**src/rtl/instr_fetch_unit.sv**
```systemverilog
`default_nettype none
// ============================================================================
// Module      : instr_fetch_unit
// Description : Fetch stage. Owns the PC, drives the instruction ROM address,
//               registers the returned word into IF/ID, applies branch/jump
//               redirects and keeps a saturating delivered-instruction count.
// Revision    : 1.0 - initial release
// ============================================================================
module instr_fetch_unit #(
    parameter int PC_WIDTH  = 6,
    parameter int CNT_WIDTH = 16
) (
    input  logic                 Clk,
    input  logic                 Reset_n,
    output logic [PC_WIDTH-1:0]  Address,
    input  logic [31:0]          Instruction,
    input  logic                 Stall,
    input  logic                 Branch_Taken,
    input  logic [PC_WIDTH-1:0]  Branch_Base,
    input  logic [15:0]          Branch_Offset,
    input  logic                 Jump,
    input  logic [25:0]          Jump_Index,
    output logic [31:0]          IfId_Instr,
    output logic [PC_WIDTH-1:0]  IfId_PCPlus4,
    output logic                 IfId_Valid,
    output logic [CNT_WIDTH-1:0] Fetch_Count
);

    // One boot edge after reset, then the pipeline runs forever.
    localparam logic [0:0] c_st_boot = 1'b0;
    localparam logic [0:0] c_st_run  = 1'b1;

    localparam logic [PC_WIDTH-1:0] c_four = PC_WIDTH'(4);

    logic [0:0]           r_state;
    logic [PC_WIDTH-1:0]  r_pc;
    logic [31:0]          r_ifid_instr;
    logic [PC_WIDTH-1:0]  r_ifid_pcplus4;
    logic                 r_ifid_valid;
    logic [CNT_WIDTH-1:0] r_fetch_count;

    logic [31:0]          w_branch_ofs32;
    logic [31:0]          w_jump_tgt32;
    logic [PC_WIDTH-1:0]  w_branch_tgt;
    logic [PC_WIDTH-1:0]  w_jump_tgt;
    logic [PC_WIDTH-1:0]  w_pc_plus4;
    logic                 w_run;
    logic                 w_capture;

    // Targets are formed at 32 bits and truncated, so carries out of the PC
    // width simply vanish and everything wraps modulo 2^PC_WIDTH.
    assign w_branch_ofs32 = {{14{Branch_Offset[15]}}, Branch_Offset, 2'b00};
    assign w_jump_tgt32   = {4'b0000, Jump_Index, 2'b00};
    assign w_branch_tgt   = Branch_Base + w_branch_ofs32[PC_WIDTH-1:0];
    assign w_jump_tgt     = w_jump_tgt32[PC_WIDTH-1:0];
    assign w_pc_plus4     = r_pc + c_four;

    assign w_run     = (r_state == c_st_run);
    // A normal sequential fetch: running, no redirect, decode not stalled.
    assign w_capture = w_run && !Branch_Taken && !Jump && !Stall;

    // Boot sequencing: leave BOOT on the first edge after reset.
    always_ff @(posedge Clk or negedge Reset_n) begin
        if (!Reset_n) begin
            r_state <= c_st_boot;
        end else begin
            r_state <= c_st_run;
        end
    end

    // PC and IF/ID register: redirect (branch over jump) beats stall beats fetch.
    always_ff @(posedge Clk or negedge Reset_n) begin
        if (!Reset_n) begin
            r_pc           <= '0;
            r_ifid_instr   <= '0;
            r_ifid_pcplus4 <= '0;
            r_ifid_valid   <= 1'b0;
        end else if (w_run) begin
            if (Branch_Taken) begin
                r_pc           <= w_branch_tgt;
                r_ifid_instr   <= '0;
                r_ifid_pcplus4 <= '0;
                r_ifid_valid   <= 1'b0;
            end else if (Jump) begin
                r_pc           <= w_jump_tgt;
                r_ifid_instr   <= '0;
                r_ifid_pcplus4 <= '0;
                r_ifid_valid   <= 1'b0;
            end else if (!Stall) begin
                r_pc           <= w_pc_plus4;
                r_ifid_instr   <= Instruction;
                r_ifid_pcplus4 <= w_pc_plus4;
                r_ifid_valid   <= 1'b1;
            end
        end
    end

    // Delivered-instruction counter, sticks at all-ones.
    always_ff @(posedge Clk or negedge Reset_n) begin
        if (!Reset_n) begin
            r_fetch_count <= '0;
        end else if (w_capture && !(&r_fetch_count)) begin
            r_fetch_count <= r_fetch_count + 1'b1;
        end
    end

    assign Address      = r_pc;
    assign IfId_Instr   = r_ifid_instr;
    assign IfId_PCPlus4 = r_ifid_pcplus4;
    assign IfId_Valid   = r_ifid_valid;
    assign Fetch_Count  = r_fetch_count;

endmodule
`default_nettype wire

```
**config.mk**
```make
export PLATFORM = sky130hd
export DESIGN_NAME = instr_fetch_unit
export DESIGN_NICKNAME = d
export VERILOG_FILES = /design/src/rtl/instr_fetch_unit.sv
export SDC_FILE = /design/constraint.sdc
export NUM_CORES = 1
export LEC_CHECK = 0
export ABC_CLOCK_PERIOD_IN_PS = 2300
export BUFFER_PORTS_ARGS = -buffer_cell sky130_fd_sc_hd__buf_2
export CAP_MARGIN = 40
export CELL_PAD_IN_SITES_DETAIL_PLACEMENT = 0
export CELL_PAD_IN_SITES_GLOBAL_PLACEMENT = 1
export CORE_MARGIN = 5
export CORE_UTILIZATION = 33
export DETAILED_ROUTE_END_ITERATION = 16
export PLACE_DENSITY = 0.87
export SLEW_MARGIN = 25
export SYNTH_ARGS = -nofsm -noshare
export SYNTH_HDL_FRONTEND = slang
export SYNTH_SLANG_ARGS = --single-unit
```
**constraint.sdc**
```tcl
create_clock -name Clk -period 2.3 [get_ports Clk]
set_input_delay 0.23 -clock Clk [delete_from_list [all_inputs] [get_ports Clk]]
set_output_delay 0.23 -clock Clk [all_outputs]
set_load 0.03 [all_outputs]
```
Yosys cells after proc, flatten, opt, wreduce, memory -nomap -nowiden
Cells that the tools add are included.
Word-level totals
  word-level logic and storage cells: 31
  register bits: 62
Cells by class
  multiplexer cells: 11
  eq/ne operators: 1
  $add $sub $neg: 3
  reduce and logical (&&, ||, !) cells: 10
Operators by type and width (count)
  two-way mux 32 bit: 3
  two-way mux 6 bit: 5
  adder 16 x 1 -> 16 bit, second input constant: 1
  AND reduction 16 bit: 1
  adder 6 x 3 -> 6 bit, second input constant: 1
  adder 6 bit: 1
  logical AND 1 bit: 4
  zero test 1 bit: 4
  two-way mux 1 bit: 3
  inequality test 3 x 1 -> 1 bit, second input constant: 1
  AND reduction 2 bit: 1

Logic depth before layout (Yosys ltp)
  word-level depth: 5
  mapped depth: 7
  depth with buffers taken out: 7

Least setup slack after synthesis
Ideal clock, no wire load.
  path type: reg2reg
  from: reg r_fetch_count[0], in the netlist Fetch_Count[0]
  to: reg r_fetch_count[1], in the netlist Fetch_Count[1]
  required time: 2.175 ns
  stages on the path, launching flop included: 7
  arrival time: 1.774 ns
  setup time: 0.125 ns
  period minus slack after synthesis: 1.898 ns
  path slack: 0.402 ns
  path through: dfrtp_1 > ha_1 > nand4_1 > nor4bb_1 > buf_2 > nor2_1 > mux2_2
On the way
  longest elaborated chain between the ends: 3
  elaborated cells on any way between the ends: 4
  those cells by class: add/sub: 1; reduce/logical: 3
RTL lines
  from (decl): RTL line 40  | logic [CNT_WIDTH-1:0] r_fetch_count;
  from (signal assigned): RTL line 103  | r_fetch_count <= r_fetch_count + 1'b1;
  parallel branches: the longest is 3 deep, another holds adder 16 x 1 -> 16 bit
Parallel ways; which one is timed is not known.
A chain may end at the register's enable or synchronous reset.

Final worst setup path
  from: reg r_state
  to: reg r_fetch_count[13], in the netlist Fetch_Count[13]
On the way
  longest elaborated chain between the ends: 4
RTL lines
  from (decl): RTL line 35  | logic [0:0] r_state;
  from (signal assigned): RTL line 65  | r_state <= c_st_boot;
  from (signal assigned): RTL line 67  | r_state <= c_st_run;
  logical AND 1 bit (3 in a row): RTL line 60  | assign w_capture = w_run && !Branch_Taken && !Jump && !Stall;
  logical AND 1 bit: RTL line 102  | end else if (w_capture && !(&r_fetch_count)) begin
No other way between the ends.

==> results.json <==
{
  "hold_buffers": 1,
  "tightest_slew_ps": 591.3,
  "drc": 0,
  "power_density_nw_per_um2": 791.7,
  "grt_pass1_vias": 2238,
  "portBuffers": 111,
  "drv_slew": 0,
  "clk_latency_ps": 330,
  "drive_above_1_share_pct": 40.88,
  "comb_power_share_pct": 17.7,
  "hold_class": "in -> reg",
  "cts_num_sinks": 62,
  "ys_ff_latch": 62,
  "hold_end": "IfId_Instr[5]",
  "wl_per_cell_um": 15.12,
  "root_buffer": "clkbuf_8",
  "clock_skew_ps": 10.41,
  "switching_share_pct": 28.41,
  "drtPass1Iterations": 4,
  "cts_resized": 0,
  "rrSetupSlack_ps": 370,
  "synth_cell_types": 38,
  "setup_viol": 0,
  "start_util_pct": 34.33,
  "grt.total_usage_pct": 13.56,
  "dieHeight_um": 100.1,
  "num_rows": 32,
  "p_leak_nw": 1.984,
  "setup_tns_ps": 0,
  "rsz0062_at_grt": "false",
  "intPower_mw": 2.056,
  "vias_per_cell": 4.844,
  "cp.arrival_ps": 2150,
  "critPathKind": "reg -> reg",
  "hpwl_um": 4964,
  "min_path_cells": 2,
  "cts_tree": "yes",
  "yosys.area.top_type": "dfrtp_1",
  "cp-end-kind": "flip-flop",
  "cts_max_level": 3,
  "synth_area_leaders": "dfrtp_1 (58%), a22o_1 (11%), xor2_1 (3.6%), ha_1 (2.3%), xnor2_1 (2.0%)",
  "clkTransAtPathRegs_ps": 70,
  "p_seq_share_pct": 44.1,
  "die_w_um": 100.1,
  "grt_pass1_wl_um": 10860,
  "synth_edf_count": 0,
  "gp_congestion": 0.7900,
  "grt-ovfl-total": 0,
  "crit_required_ps": 2520,
  "num-fill-cells": 754,
  "min_period_ps": 1933,
  "final_nets": 426,
  "worstReg2RegEnd": "Fetch_Count[13]",
  "total_power_mw": 2.872,
  "p_sw_uw": 815.8,
  "cap_violations": 0,
  "max-slew-margin-rel_pct": 60.48,
  "drtIter0Drc": 81,
  "synth_nets": 309,
  "start_kind": "flip-flop",
  "synth-async-reset-ratio_pct": 100.0,
  "coreArea_um2": 7807,
  "worst-r2r-cell-count": 4,
  "drt-total-wl_um": 6683,
  "outcome": "finished, final reports clean",
  "cts_setup_buffers": 0,
  "synth_area_um2": 2680,
  "ys.flop_type": "dfrtp_1",
  "fmax_ghz": 0.5173,
  "cts_buffer_depth": 2,
  "grt_max_degree": 36,
  "syn-instance-count": 218,
  "vias": 2141,
  "ios": 146,
  "yosys_warnings": 0,
  "yosysSeqAreaShare_pct": 57.89,
  "syn_avg_cell_area_um2": 12.29,
  "hp-start": "Instruction[5]",
  "path_max_fanout": 9,
  "antenna-diode-count": 0,
  "hold_viol_final": 0,
  "fin_crit_sh_pct": 84.05,
  "area_delta_synth_final_pct": 35.34,
  "antenna_found_initial": 0,
  "p_clk_share_pct": 38.2,
  "r2r_start": "r_state",
  "die-area_um2": 10020,
  "ant_nets": 0,
  "cts_buffers": 9,
  "yosysTopAreaCellShare_pct": 57.89,
  "peakVddDrop_v": 0.0003185
}
[final cells by class]
class / instances / area [um^2] / share of cell area, %
sequential: 62 / 1551 / 42.77
multi-input combinational: 141 / 1067 / 29.42
clock inverter: 3 / 65.06 / 1.794
inverter: 3 / 11.26 / 0.3105
tap: 102 / 127.6 / 3.518
timing repair buffer: 118 / 635.6 / 17.52
clock buffer: 13 / 168.9 / 4.657
[state kept, by name (all words and copies together) (netlist names)]
name	flops
IfId_Instr	32
Fetch_Count	16
Address	6
IfId_PCPlus4	6
IfId_Valid	1
r_state	1
[metal layers]
layer | track usage, % | wire length [um]
met1 | 17.60 | 2991
met3 | 3.266 | 483
met2 | 20.69 | 3031
met5 | 0 | 0
met4 | 7.668 | 177
[critical path: stages (launching register included)]
cell     delay, ps
dfrtp_1        450
or4b_1         540
nor4_4         410
nand3_2        120
mux2_4         300
[how the worst max path moves through the flow]
stage | cells past startpoint | endpoint | startpoint | slack, ps
2_1_floorplan | 6 | Fetch_Count[1] | Fetch_Count[0] | 400
3_3_place_gp | 5 | Fetch_Count[13] | Branch_Taken | 330
3_5_place_dp | 5 | Fetch_Count[13] | Branch_Taken | 320
4_1_cts | 4 | Fetch_Count[13] | r_state | 360
5_1_grt | 4 | Fetch_Count[13] | r_state | 250
6_report | 4 | Fetch_Count[13] | r_state | 370
[power by group through the flow]
stage	sequential, mW	combinational (mW)	clock (mW)
after floorplan	1.43	0.151	0
after global placement	1.28	0.508	0
after detailed placement	1.28	0.517	0
after CTS	1.27	0.518	1.13
after global routing	1.28	0.553	1.18
final	1.27	0.508	1.10
[cell usage in the layout, fill, tap and decap left out, types with 2 or more instances in the layout]
cell,n
buf_2,111
dfrtp_1,62
a22o_1,35
nand2_1,13
clkbuf_8,12
xor2_1,11
nand3_1,9
nor2_1,9
nand4_1,6
xnor2_1,6
a21oi_1,5
ha_1,5
and4_1,4
nor4_1,4
o21ai_0,4
buf_4,4
inv_1,3
nor3_1,3
nor2b_1,3
and3_1,2
mux2_2,2
a32o_1,2
a21o_1,2
o21a_1,2
bufinv_16,2
buf_12,2
[cell usage after synthesis (4+ instances only)]
cell / instances
a21oi_1: 5
a22o_1: 35
and4_1: 4
clkbuf_1: 8
dfrtp_1: 62
ha_1: 5
nand2_1: 13
nand3_1: 9
nand4_1: 6
nor2_1: 9
nor4_1: 4
o21ai_0: 4
xnor2_1: 6
xor2_1: 11
[cells by family (layout without fill, tap and decap cells)]
kind of cell | count (synthesis) | in the layout | share of synthesized area [%]
compound gates | 54 | 54 | 16.29
flops | 62 | 62 | 57.89
simple gates | 59 | 59 | 12.74
mux | 4 | 4 | 1.774
fa+ha+maj | 6 | 6 | 3.081
xor+xnor | 17 | 17 | 5.555
other cells | 1 | 1 | 0.1399
buf+inv | 15 | 137 | 2.521
[per-stage QoR]
step / hold slack, ps / instance area [um^2] / setup slack [ps] / cells / utilization [%]
finish: 116.1 / 3627 / 366.8 / 442 / 46.46
global route: 106.2 / 3627 / 253.6 / 442 / 46.46
CTS: 95.51 / 3627 / 364.7 / 442 / 46.46
detailed placement: 131.6 / 3383 / 319.5 / 425 / 43.33
global placement: 128.1 / 3383 / 334.8 / 425 / 43.33
floorplan: -65.59 / 2680 / 401.7 / 218 / -
No activity file was read; power rests on OpenSTA's default activity.
